$ cat src/rtl/ship_ctrl_pkg.sv
`default_nettype none
// ============================================================================
// Module   : ship_ctrl_pkg
// Purpose  : Shared state type, default frame budgets and width helpers for
//            the ship lifecycle controller.
// Revision : 1.0 - initial release
// ============================================================================
package ship_ctrl_pkg;

    typedef enum logic [2:0] {
        IDLE         = 3'd0,
        SPAWN        = 3'd1,
        INVULN       = 3'd2,
        ALIVE        = 3'd3,
        EXPLODE      = 3'd4,
        RESPAWN_WAIT = 3'd5
    } ship_state_t;

    localparam int c_DEF_LIVES          = 3;
    localparam int c_DEF_INVULN_FRAMES  = 120;
    localparam int c_DEF_BLINK_FRAMES   = 8;
    localparam int c_DEF_EXPLODE_FRAMES = 32;
    localparam int c_DEF_EXPLODE_STEP   = 4;
    localparam int c_DEF_RESPAWN_FRAMES = 60;
    localparam int c_DEF_ANIM_DIV       = 6;

    // Frame counter must hold the largest per-state frame budget.
    function automatic int fcnt_width(input int a, input int b, input int c);
        int m;
        m = a;
        if (b > m) m = b;
        if (c > m) m = c;
        return $clog2(m + 1);
    endfunction

    function automatic int idx_width(input int frames, input int step);
        int n;
        n = $clog2(frames / step);
        return (n < 1) ? 1 : n;
    endfunction

endpackage
`default_nettype wire

$ cat src/rtl/ship_lifecycle_ctrl_if.sv
`default_nettype none
// ============================================================================
// Module   : ship_lifecycle_ctrl_if
// Purpose  : Game-side request/status bundle of the ship lifecycle controller.
// Revision : 1.0 - initial release
// ============================================================================
interface ship_lifecycle_ctrl_if #(
    parameter int LIVES_W = 2,
    parameter int IDX_W   = 3
) ();
    logic               frame_pulse;
    logic               start;
    logic               collision;
    logic               game_over;
    logic               ship_resetN;
    logic               draw_mask;
    logic               collision_en;
    logic               exploding;
    logic [IDX_W-1:0]   explode_idx;
    logic [LIVES_W-1:0] lives;
    logic               anim_pulse;

    modport master (
        output frame_pulse, start, collision,
        input  game_over, ship_resetN, draw_mask, collision_en,
               exploding, explode_idx, lives, anim_pulse
    );

    modport slave (
        input  frame_pulse, start, collision,
        output game_over, ship_resetN, draw_mask, collision_en,
               exploding, explode_idx, lives, anim_pulse
    );
endinterface
`default_nettype wire

$ cat src/rtl/frame_divider.sv
`default_nettype none
// ============================================================================
// Module   : frame_divider
// Purpose  : Counts frame pulses and emits a registered one-cycle strobe on
//            the pulse that completes every DIV frames.
// Revision : 1.0 - initial release
// ============================================================================
module frame_divider #(
    parameter int DIV = 6
) (
    input  wire logic clk,
    input  wire logic reset,
    input  wire logic i_frame_pulse,
    output logic      o_strobe
);
    localparam int c_CNT_W = (DIV > 1) ? $clog2(DIV) : 1;

    logic [c_CNT_W-1:0] r_cnt;
    logic               r_strobe;

    always_ff @(posedge clk) begin
        if (reset) begin
            r_cnt    <= '0;
            r_strobe <= 1'b0;
        end else begin
            r_strobe <= 1'b0;
            if (i_frame_pulse) begin
                if (r_cnt == c_CNT_W'(DIV - 1)) begin
                    r_cnt    <= '0;
                    r_strobe <= 1'b1;
                end else begin
                    r_cnt <= r_cnt + c_CNT_W'(1);
                end
            end
        end
    end

    assign o_strobe = r_strobe;
endmodule
`default_nettype wire

$ cat src/rtl/ship_lifecycle_ctrl.sv
`default_nettype none
// ============================================================================
// Module   : ship_lifecycle_ctrl
// Purpose  : Frame-synchronous spawn/invuln/flight/explode/respawn sequencer
//            with life counting; all outputs registered.
// Revision : 1.0 - initial release
// ============================================================================
module ship_lifecycle_ctrl
    import ship_ctrl_pkg::*;
#(
    parameter int LIVES          = c_DEF_LIVES,
    parameter int INVULN_FRAMES  = c_DEF_INVULN_FRAMES,
    parameter int BLINK_FRAMES   = c_DEF_BLINK_FRAMES,
    parameter int EXPLODE_FRAMES = c_DEF_EXPLODE_FRAMES,
    parameter int EXPLODE_STEP   = c_DEF_EXPLODE_STEP,
    parameter int RESPAWN_FRAMES = c_DEF_RESPAWN_FRAMES,
    parameter int ANIM_DIV       = c_DEF_ANIM_DIV
) (
    input  wire logic            clk,
    input  wire logic            reset,
    ship_lifecycle_ctrl_if.slave bus
);
    localparam int c_FCNT_W    = fcnt_width(INVULN_FRAMES, EXPLODE_FRAMES, RESPAWN_FRAMES);
    localparam int c_IDX_W     = idx_width(EXPLODE_FRAMES, EXPLODE_STEP);
    localparam int c_LIVES_W   = $clog2(LIVES + 1);
    localparam int c_BLINK_BIT = $clog2(BLINK_FRAMES);

    ship_state_t          r_state, w_state_nxt;
    logic [c_FCNT_W-1:0]  r_fcnt, w_fcnt_nxt, w_limit;
    logic [c_LIVES_W-1:0] r_lives, w_lives_nxt;
    logic                 w_frame_done;

    logic                 r_game_over, r_ship_resetN, r_draw_mask, r_collision_en, r_exploding;
    logic                 w_game_over, w_ship_resetN, w_draw_mask, w_collision_en, w_exploding;
    logic [c_IDX_W-1:0]   r_explode_idx, w_explode_idx;
    logic                 w_anim_pulse;

    always_ff @(posedge clk) begin
        if (reset) begin
            r_state        <= IDLE;
            r_fcnt         <= '0;
            r_lives        <= '0;
            r_game_over    <= 1'b1;
            r_ship_resetN  <= 1'b0;
            r_draw_mask    <= 1'b0;
            r_collision_en <= 1'b0;
            r_exploding    <= 1'b0;
            r_explode_idx  <= '0;
        end else begin
            r_state        <= w_state_nxt;
            r_fcnt         <= w_fcnt_nxt;
            r_lives        <= w_lives_nxt;
            r_game_over    <= w_game_over;
            r_ship_resetN  <= w_ship_resetN;
            r_draw_mask    <= w_draw_mask;
            r_collision_en <= w_collision_en;
            r_exploding    <= w_exploding;
            r_explode_idx  <= w_explode_idx;
        end
    end

    always_comb begin
        w_state_nxt = r_state;
        w_lives_nxt = r_lives;
        w_fcnt_nxt  = r_fcnt;

        case (r_state)
            INVULN:       w_limit = c_FCNT_W'(INVULN_FRAMES - 1);
            EXPLODE:      w_limit = c_FCNT_W'(EXPLODE_FRAMES - 1);
            RESPAWN_WAIT: w_limit = c_FCNT_W'(RESPAWN_FRAMES - 1);
            default:      w_limit = '0;
        endcase
        // The pulse that would make fcnt reach the budget ends the state.
        w_frame_done = bus.frame_pulse && (r_fcnt == w_limit);

        case (r_state)
            IDLE: if (bus.start) begin
                w_state_nxt = SPAWN;
                w_lives_nxt = c_LIVES_W'(LIVES);
            end
            SPAWN:  w_state_nxt = INVULN;
            INVULN: if (w_frame_done) w_state_nxt = ALIVE;
            ALIVE: if (bus.collision) begin
                w_state_nxt = EXPLODE;
                if (r_lives != '0) w_lives_nxt = r_lives - c_LIVES_W'(1);
            end
            EXPLODE:      if (w_frame_done) w_state_nxt = RESPAWN_WAIT;
            RESPAWN_WAIT: if (w_frame_done) w_state_nxt = (r_lives != '0) ? SPAWN : IDLE;
            default:      w_state_nxt = IDLE;
        endcase

        if (w_state_nxt != r_state) begin
            w_fcnt_nxt = '0;
        end else if (bus.frame_pulse) begin
            w_fcnt_nxt = r_fcnt + c_FCNT_W'(1);
        end

        // Outputs decoded from the upcoming state so the flops carry it.
        w_game_over    = (w_state_nxt == IDLE);
        w_ship_resetN  = !((w_state_nxt == IDLE) || (w_state_nxt == SPAWN));
        w_collision_en = (w_state_nxt == ALIVE);
        w_exploding    = (w_state_nxt == EXPLODE);
        w_explode_idx  = w_exploding ? c_IDX_W'(w_fcnt_nxt / c_FCNT_W'(EXPLODE_STEP)) : '0;
        case (w_state_nxt)
            INVULN:         w_draw_mask = ~w_fcnt_nxt[c_BLINK_BIT];
            ALIVE, EXPLODE: w_draw_mask = 1'b1;
            default:        w_draw_mask = 1'b0;
        endcase
    end

    frame_divider #(
        .DIV (ANIM_DIV)
    ) u_anim_div (
        .clk           (clk),
        .reset         (reset),
        .i_frame_pulse (bus.frame_pulse),
        .o_strobe      (w_anim_pulse)
    );

    assign bus.game_over    = r_game_over;
    assign bus.ship_resetN  = r_ship_resetN;
    assign bus.draw_mask    = r_draw_mask;
    assign bus.collision_en = r_collision_en;
    assign bus.exploding    = r_exploding;
    assign bus.explode_idx  = r_explode_idx;
    assign bus.lives        = r_lives;
    assign bus.anim_pulse   = w_anim_pulse;
endmodule
`default_nettype wire

$ cat src/flat_wrapper.sv
// flat-port wrapper written by rule: the top's interface ports become plain ports
module ship_lifecycle_ctrl_flat import ship_ctrl_pkg::*;
#(
    parameter int LIVES          = c_DEF_LIVES,
    parameter int INVULN_FRAMES  = c_DEF_INVULN_FRAMES,
    parameter int BLINK_FRAMES   = c_DEF_BLINK_FRAMES,
    parameter int EXPLODE_FRAMES = c_DEF_EXPLODE_FRAMES,
    parameter int EXPLODE_STEP   = c_DEF_EXPLODE_STEP,
    parameter int RESPAWN_FRAMES = c_DEF_RESPAWN_FRAMES,
    parameter int ANIM_DIV       = c_DEF_ANIM_DIV
)
  (clk, reset, bus_frame_pulse, bus_start, bus_collision, bus_game_over, bus_ship_resetN, bus_draw_mask, bus_collision_en, bus_exploding, bus_explode_idx, bus_lives, bus_anim_pulse);
  ship_lifecycle_ctrl_if #(.LIVES_W((2)), .IDX_W((3))) bus_i ();
  input  wire logic clk;
  input  wire logic reset;
  input wire logic [$bits(bus_i.frame_pulse)-1:0] bus_frame_pulse;
  input wire logic [$bits(bus_i.start)-1:0] bus_start;
  input wire logic [$bits(bus_i.collision)-1:0] bus_collision;
  output wire logic [$bits(bus_i.game_over)-1:0] bus_game_over;
  output wire logic [$bits(bus_i.ship_resetN)-1:0] bus_ship_resetN;
  output wire logic [$bits(bus_i.draw_mask)-1:0] bus_draw_mask;
  output wire logic [$bits(bus_i.collision_en)-1:0] bus_collision_en;
  output wire logic [$bits(bus_i.exploding)-1:0] bus_exploding;
  output wire logic [$bits(bus_i.explode_idx)-1:0] bus_explode_idx;
  output wire logic [$bits(bus_i.lives)-1:0] bus_lives;
  output wire logic [$bits(bus_i.anim_pulse)-1:0] bus_anim_pulse;
  assign bus_i.frame_pulse = bus_frame_pulse;
  assign bus_i.start = bus_start;
  assign bus_i.collision = bus_collision;
  assign bus_game_over = bus_i.game_over;
  assign bus_ship_resetN = bus_i.ship_resetN;
  assign bus_draw_mask = bus_i.draw_mask;
  assign bus_collision_en = bus_i.collision_en;
  assign bus_exploding = bus_i.exploding;
  assign bus_explode_idx = bus_i.explode_idx;
  assign bus_lives = bus_i.lives;
  assign bus_anim_pulse = bus_i.anim_pulse;
  ship_lifecycle_ctrl #(.LIVES(LIVES), .INVULN_FRAMES(INVULN_FRAMES), .BLINK_FRAMES(BLINK_FRAMES), .EXPLODE_FRAMES(EXPLODE_FRAMES), .EXPLODE_STEP(EXPLODE_STEP), .RESPAWN_FRAMES(RESPAWN_FRAMES), .ANIM_DIV(ANIM_DIV)) u_core (.clk(clk), .reset(reset), .bus(bus_i));
endmodule
$ cat config.mk
export PLATFORM = sky130hd
export DESIGN_NAME = ship_lifecycle_ctrl_flat
export DESIGN_NICKNAME = d
export VERILOG_FILES = /design/src/rtl/ship_ctrl_pkg.sv /design/src/rtl/ship_lifecycle_ctrl_if.sv /design/src/rtl/frame_divider.sv /design/src/rtl/ship_lifecycle_ctrl.sv /design/src/flat_wrapper.sv
export SDC_FILE = /design/constraint.sdc
export NUM_CORES = 1
export LEC_CHECK = 0
export ABC_AREA = 1
export CAP_MARGIN = 20
export CORE_MARGIN = 1.5
export CORE_UTILIZATION = 50
export CTS_CLUSTER_SIZE = 12
export DETAILED_ROUTE_END_ITERATION = 10
export GPL_TIMING_DRIVEN = 0
export PLACE_DENSITY_LB_ADDON = 0.05
export REMOVE_ABC_BUFFERS = 1
export SLEW_MARGIN = 20
export SYNTH_ARGS = -nofsm -noshare
export SYNTH_HDL_FRONTEND = slang
export SYNTH_HIERARCHICAL = 1
export SYNTH_SLANG_ARGS = --single-unit
$ cat constraint.sdc
create_clock -name clk -period 2.7 [get_ports clk]
set_input_delay 0.405 -clock clk [delete_from_list [all_inputs] [get_ports clk]]
set_output_delay 0.405 -clock clk [all_outputs]
set_load 0.01 [all_outputs]
==> results.md <==
* Status: finished, final reports clean
* Synth unique cells at 30
* Largest net degree at the start of global routing at 15
* Sequential area share after synthesis at 0.375
* Cell area after synthesis at 0.00128 mm²
* CP max-delay cell: dfxtp_1
* Setup WS post-layout at 0.740 ns
* Final non-filler cell area at roughly 0.0015 mm²
* Max Cap Viol at 0
* Post-cts sizing count at 0
* DRC violations left at 0
* Die width at between 50 and 60 µm
* Final Power at between 800 and 900 µW
* FP Rows at 18
* GRT Residual Overflow at 0
* Leading post-synthesis cells by cell area: dfxtp_1 (38%), nand2_1 (8.8%), inv_1 (7.0%)
* CTS buffer count at 3
* Post-CTS Setup Inserts at 0
* Slew @ Worst Pin at ~0.44 ns
* GR peak layer: met2
* Vias in the first global route at about 970
* Drt pass-1 iters at 4
* Clock Latency Late Sink at ~0.32 ns
* ANT cells at 0
* Worst-path clk slew at about 0.14 ns
* DIE HEIGHT at 53.6 µm
* #FFs+latches synth at 24
* Placed instance area at 0.00144 mm²
* Synth top area share at 0.375
* CTS tree: done
* Initial antenna violation count at 0
* P&R area growth vs syn at 16.7%
* Max clock buf depth at 2
* Unrepaired setup endpoints after global routing: false
* Port Buffers at 15
* Syn avg cell area at 7.41 µm²
* Worst Skew at just over 0.006 ns
* Core area at approximately 0.0025 mm²
* Full die area at about 0.0029 mm²
* WS Path Type: flop to flop
* Fraction of layout cells with a size suffix above 1 at 0.190
* # IOs at 16
* Type of element capturing the critical path: flop
* Hold-fix buffers, CTS at 0
* Leading cell type in the layout, fill and taps excluded: nand2_1
* Vias at approximately 1100
* Top cell by count, worst path: nand2_1
* Achievable Freq at between 0.5 and 0.6 GHz
* Cell Pwr Density at 551 mW/mm²
* Tcrit/Tclk final at 0.726
* Max_slew headroom at 0.705
* Clk sinks at 24
* Slew Viols, Final at 0
* Fill cell count at 233
* Total negative setup slack at 0 ns
* Root Driver: clkbuf_4
* Post-Syn Instances at between 150 and 200
* P_leak at between 0.0006 and 0.0007 µW
* Hold Crit Class: flop to flop
* Final wirelength at 2.43 mm
* Crit-path max cell delay at 0.62 ns
* Antenna Nets Post-Route at 0
* First-pass GRT wire length at around 3.9 mm
* Final setup fails at 0
* Max IR drop VDD at between 0.4 and 0.5 mV
* First DRT Iteration DRCs at 16
* M1 GR Usage at 0.212
* DPL Wire Length at 1.95 mm
* Arrival @ worst endpoint at 2.18 ns
* Crit path cell chain: inv_2, nand3_1, nand2_1, nand2_1, nand2_1, nor2_2, nand3_2, nand2_2, nand2_2, a21oi_2, nand4_1, nand2_1, nand2_1
* Startpoint Class: flop
* Highest-count cells in the layout ignoring fill and taps: nand2_1 (30), inv_1 (24), dfxtp_1 (24), nor2_1 (21), clkdlybuf4s50_1 (15)
* Via density at between 4 and 5
* Initial core utilization at 0.522
* Final Hold Vio Count at 0
* All-layer global routing usage at 0.189
* # nets final at 197
* Placed Cells incl. Taps at 215
* Worst Path Required at ~2.9 ns
* DR WL/cell at approximately 11 µm
* Setup WS pre-CTS at ~0.47 ns
* Crit path max fanout at 8
* Hold depth at 1
* Syn. warnings at 6
* Cells on worst reg2reg path at 13
* Non-Filler Instances at about 220
* RD Place Congestion at approximately 0.85
* Met3 Usage GRT at 0.0417
* Cell accounting for the most synthesized area: dfxtp_1
* CTS HTree Levels at 1
* Min Tclk post-route at just under 2 ns
* Met2 Resource Use GR at 0.354
## logic make-up after synthesis
| family | synth area share |
|---|---|
| and+or+nand+nor | 0.399 |
| buffers and inverters | 0.108 |
| DFF | 0.375 |
| AOI/OAI and AO/OA | 0.0771 |
| xor gates and xnor gates | 0.0205 |
| adders and majority gates | 0.0195 |
## layout make-up
cell class | instances | area (µm²) | area share
clock buffers | 3 | 22.5 | 0.0151
clock inverters | 1 | 30.0 | 0.0201
repair buffers | 15 | 150 | 0.100
inverters | 30 | 113 | 0.0753
well taps | 30 | 37.5 | 0.0251
flip-flops and latches | 24 | 480 | 0.321
multi-input cells | 116 | 662 | 0.443
## stage by stage
stage,util,hold WS (ns)
3_5_place_dp,0.588,0.476
5_1_grt,0.609,0.515
4_1_cts,0.609,0.502
3_3_place_gp,0.588,0.466
6_report,0.609,0.498
2_1_floorplan,-,0.448
## worst paths after layout
path | to | start | slack [ns]
worst max register to register | u_core/bus.draw_mask | u_core/r_state[1] | 0.74
worst max-delay path | u_core/bus.draw_mask | u_core/r_state[1] | 0.74
worst min-delay path | u_core/bus.lives[0] | u_core/bus.lives[0] | 0.50
worst min register to register | u_core/bus.lives[0] | u_core/bus.lives[0] | 0.50
## power breakdown
group | switching [µW] | total, µW | internal (µW)
combinational | 99.1 | 169 | 69.6
clock | 111 | 261 | 150
sequential | 19.9 | 394 | 375
## cells in the mapped netlist
library cell	n
xnor2_1	1
nor2_2	7
dfxtp_1	24
ha_1	2
inv_1	24
nand2_2	6
nor3_2	1
clkinv_1	1
a21oi_1	2
o21ai_1	1
o211ai_2	1
a21oi_2	3
nand2_4	1
nand3_2	3
inv_2	5
nor2_4	1
nand4_2	2
o21ai_0	5
nand2_1	30
clkbuf_1	1
a31oi_1	2
buf_6	2
nor2_1	21
nor4_1	1
nand3_1	12
o211ai_1	1
xor2_1	2
nand3_4	2
nand4_1	4
nor3_1	5
## worst max-delay path, delay by kind of cell (launching register included)
| family | cells | cell delay (ns) |
|---|---|---|
| AO/OA/AOI/OAI | 1 | 0.22 |
| flip-flops | 1 | 0.62 |
| buffers and inverters | 1 | 0.10 |
| AND/OR/NAND/NOR | 11 | 0.93 |
## registers in the layout, summed over array words and instances, names as in the netlist
name,cells
u_core/bus.collision_en,1
u_core/bus.draw_mask,1
u_core/bus.explode_idx,3
u_core/bus.exploding,1
u_core/bus.game_over,1
u_core/bus.lives,2
u_core/bus.ship_resetN,1
u_core/r_fcnt,7
u_core/r_state,3
u_core/u_anim_div/o_strobe,1
u_core/u_anim_div/r_cnt,3
## routing by layer
| metal | vias up | part of all wire |
|---|---|---|
| met5 | - | 0 |
| met4 | 0 | 0.0062 |
| met3 | 2 | 0.023 |
| met2 | 10 | 0.52 |
| met1 | 497 | 0.45 |
| li1 | 582 | - |
No activity file was read; power rests on OpenSTA's default activity.
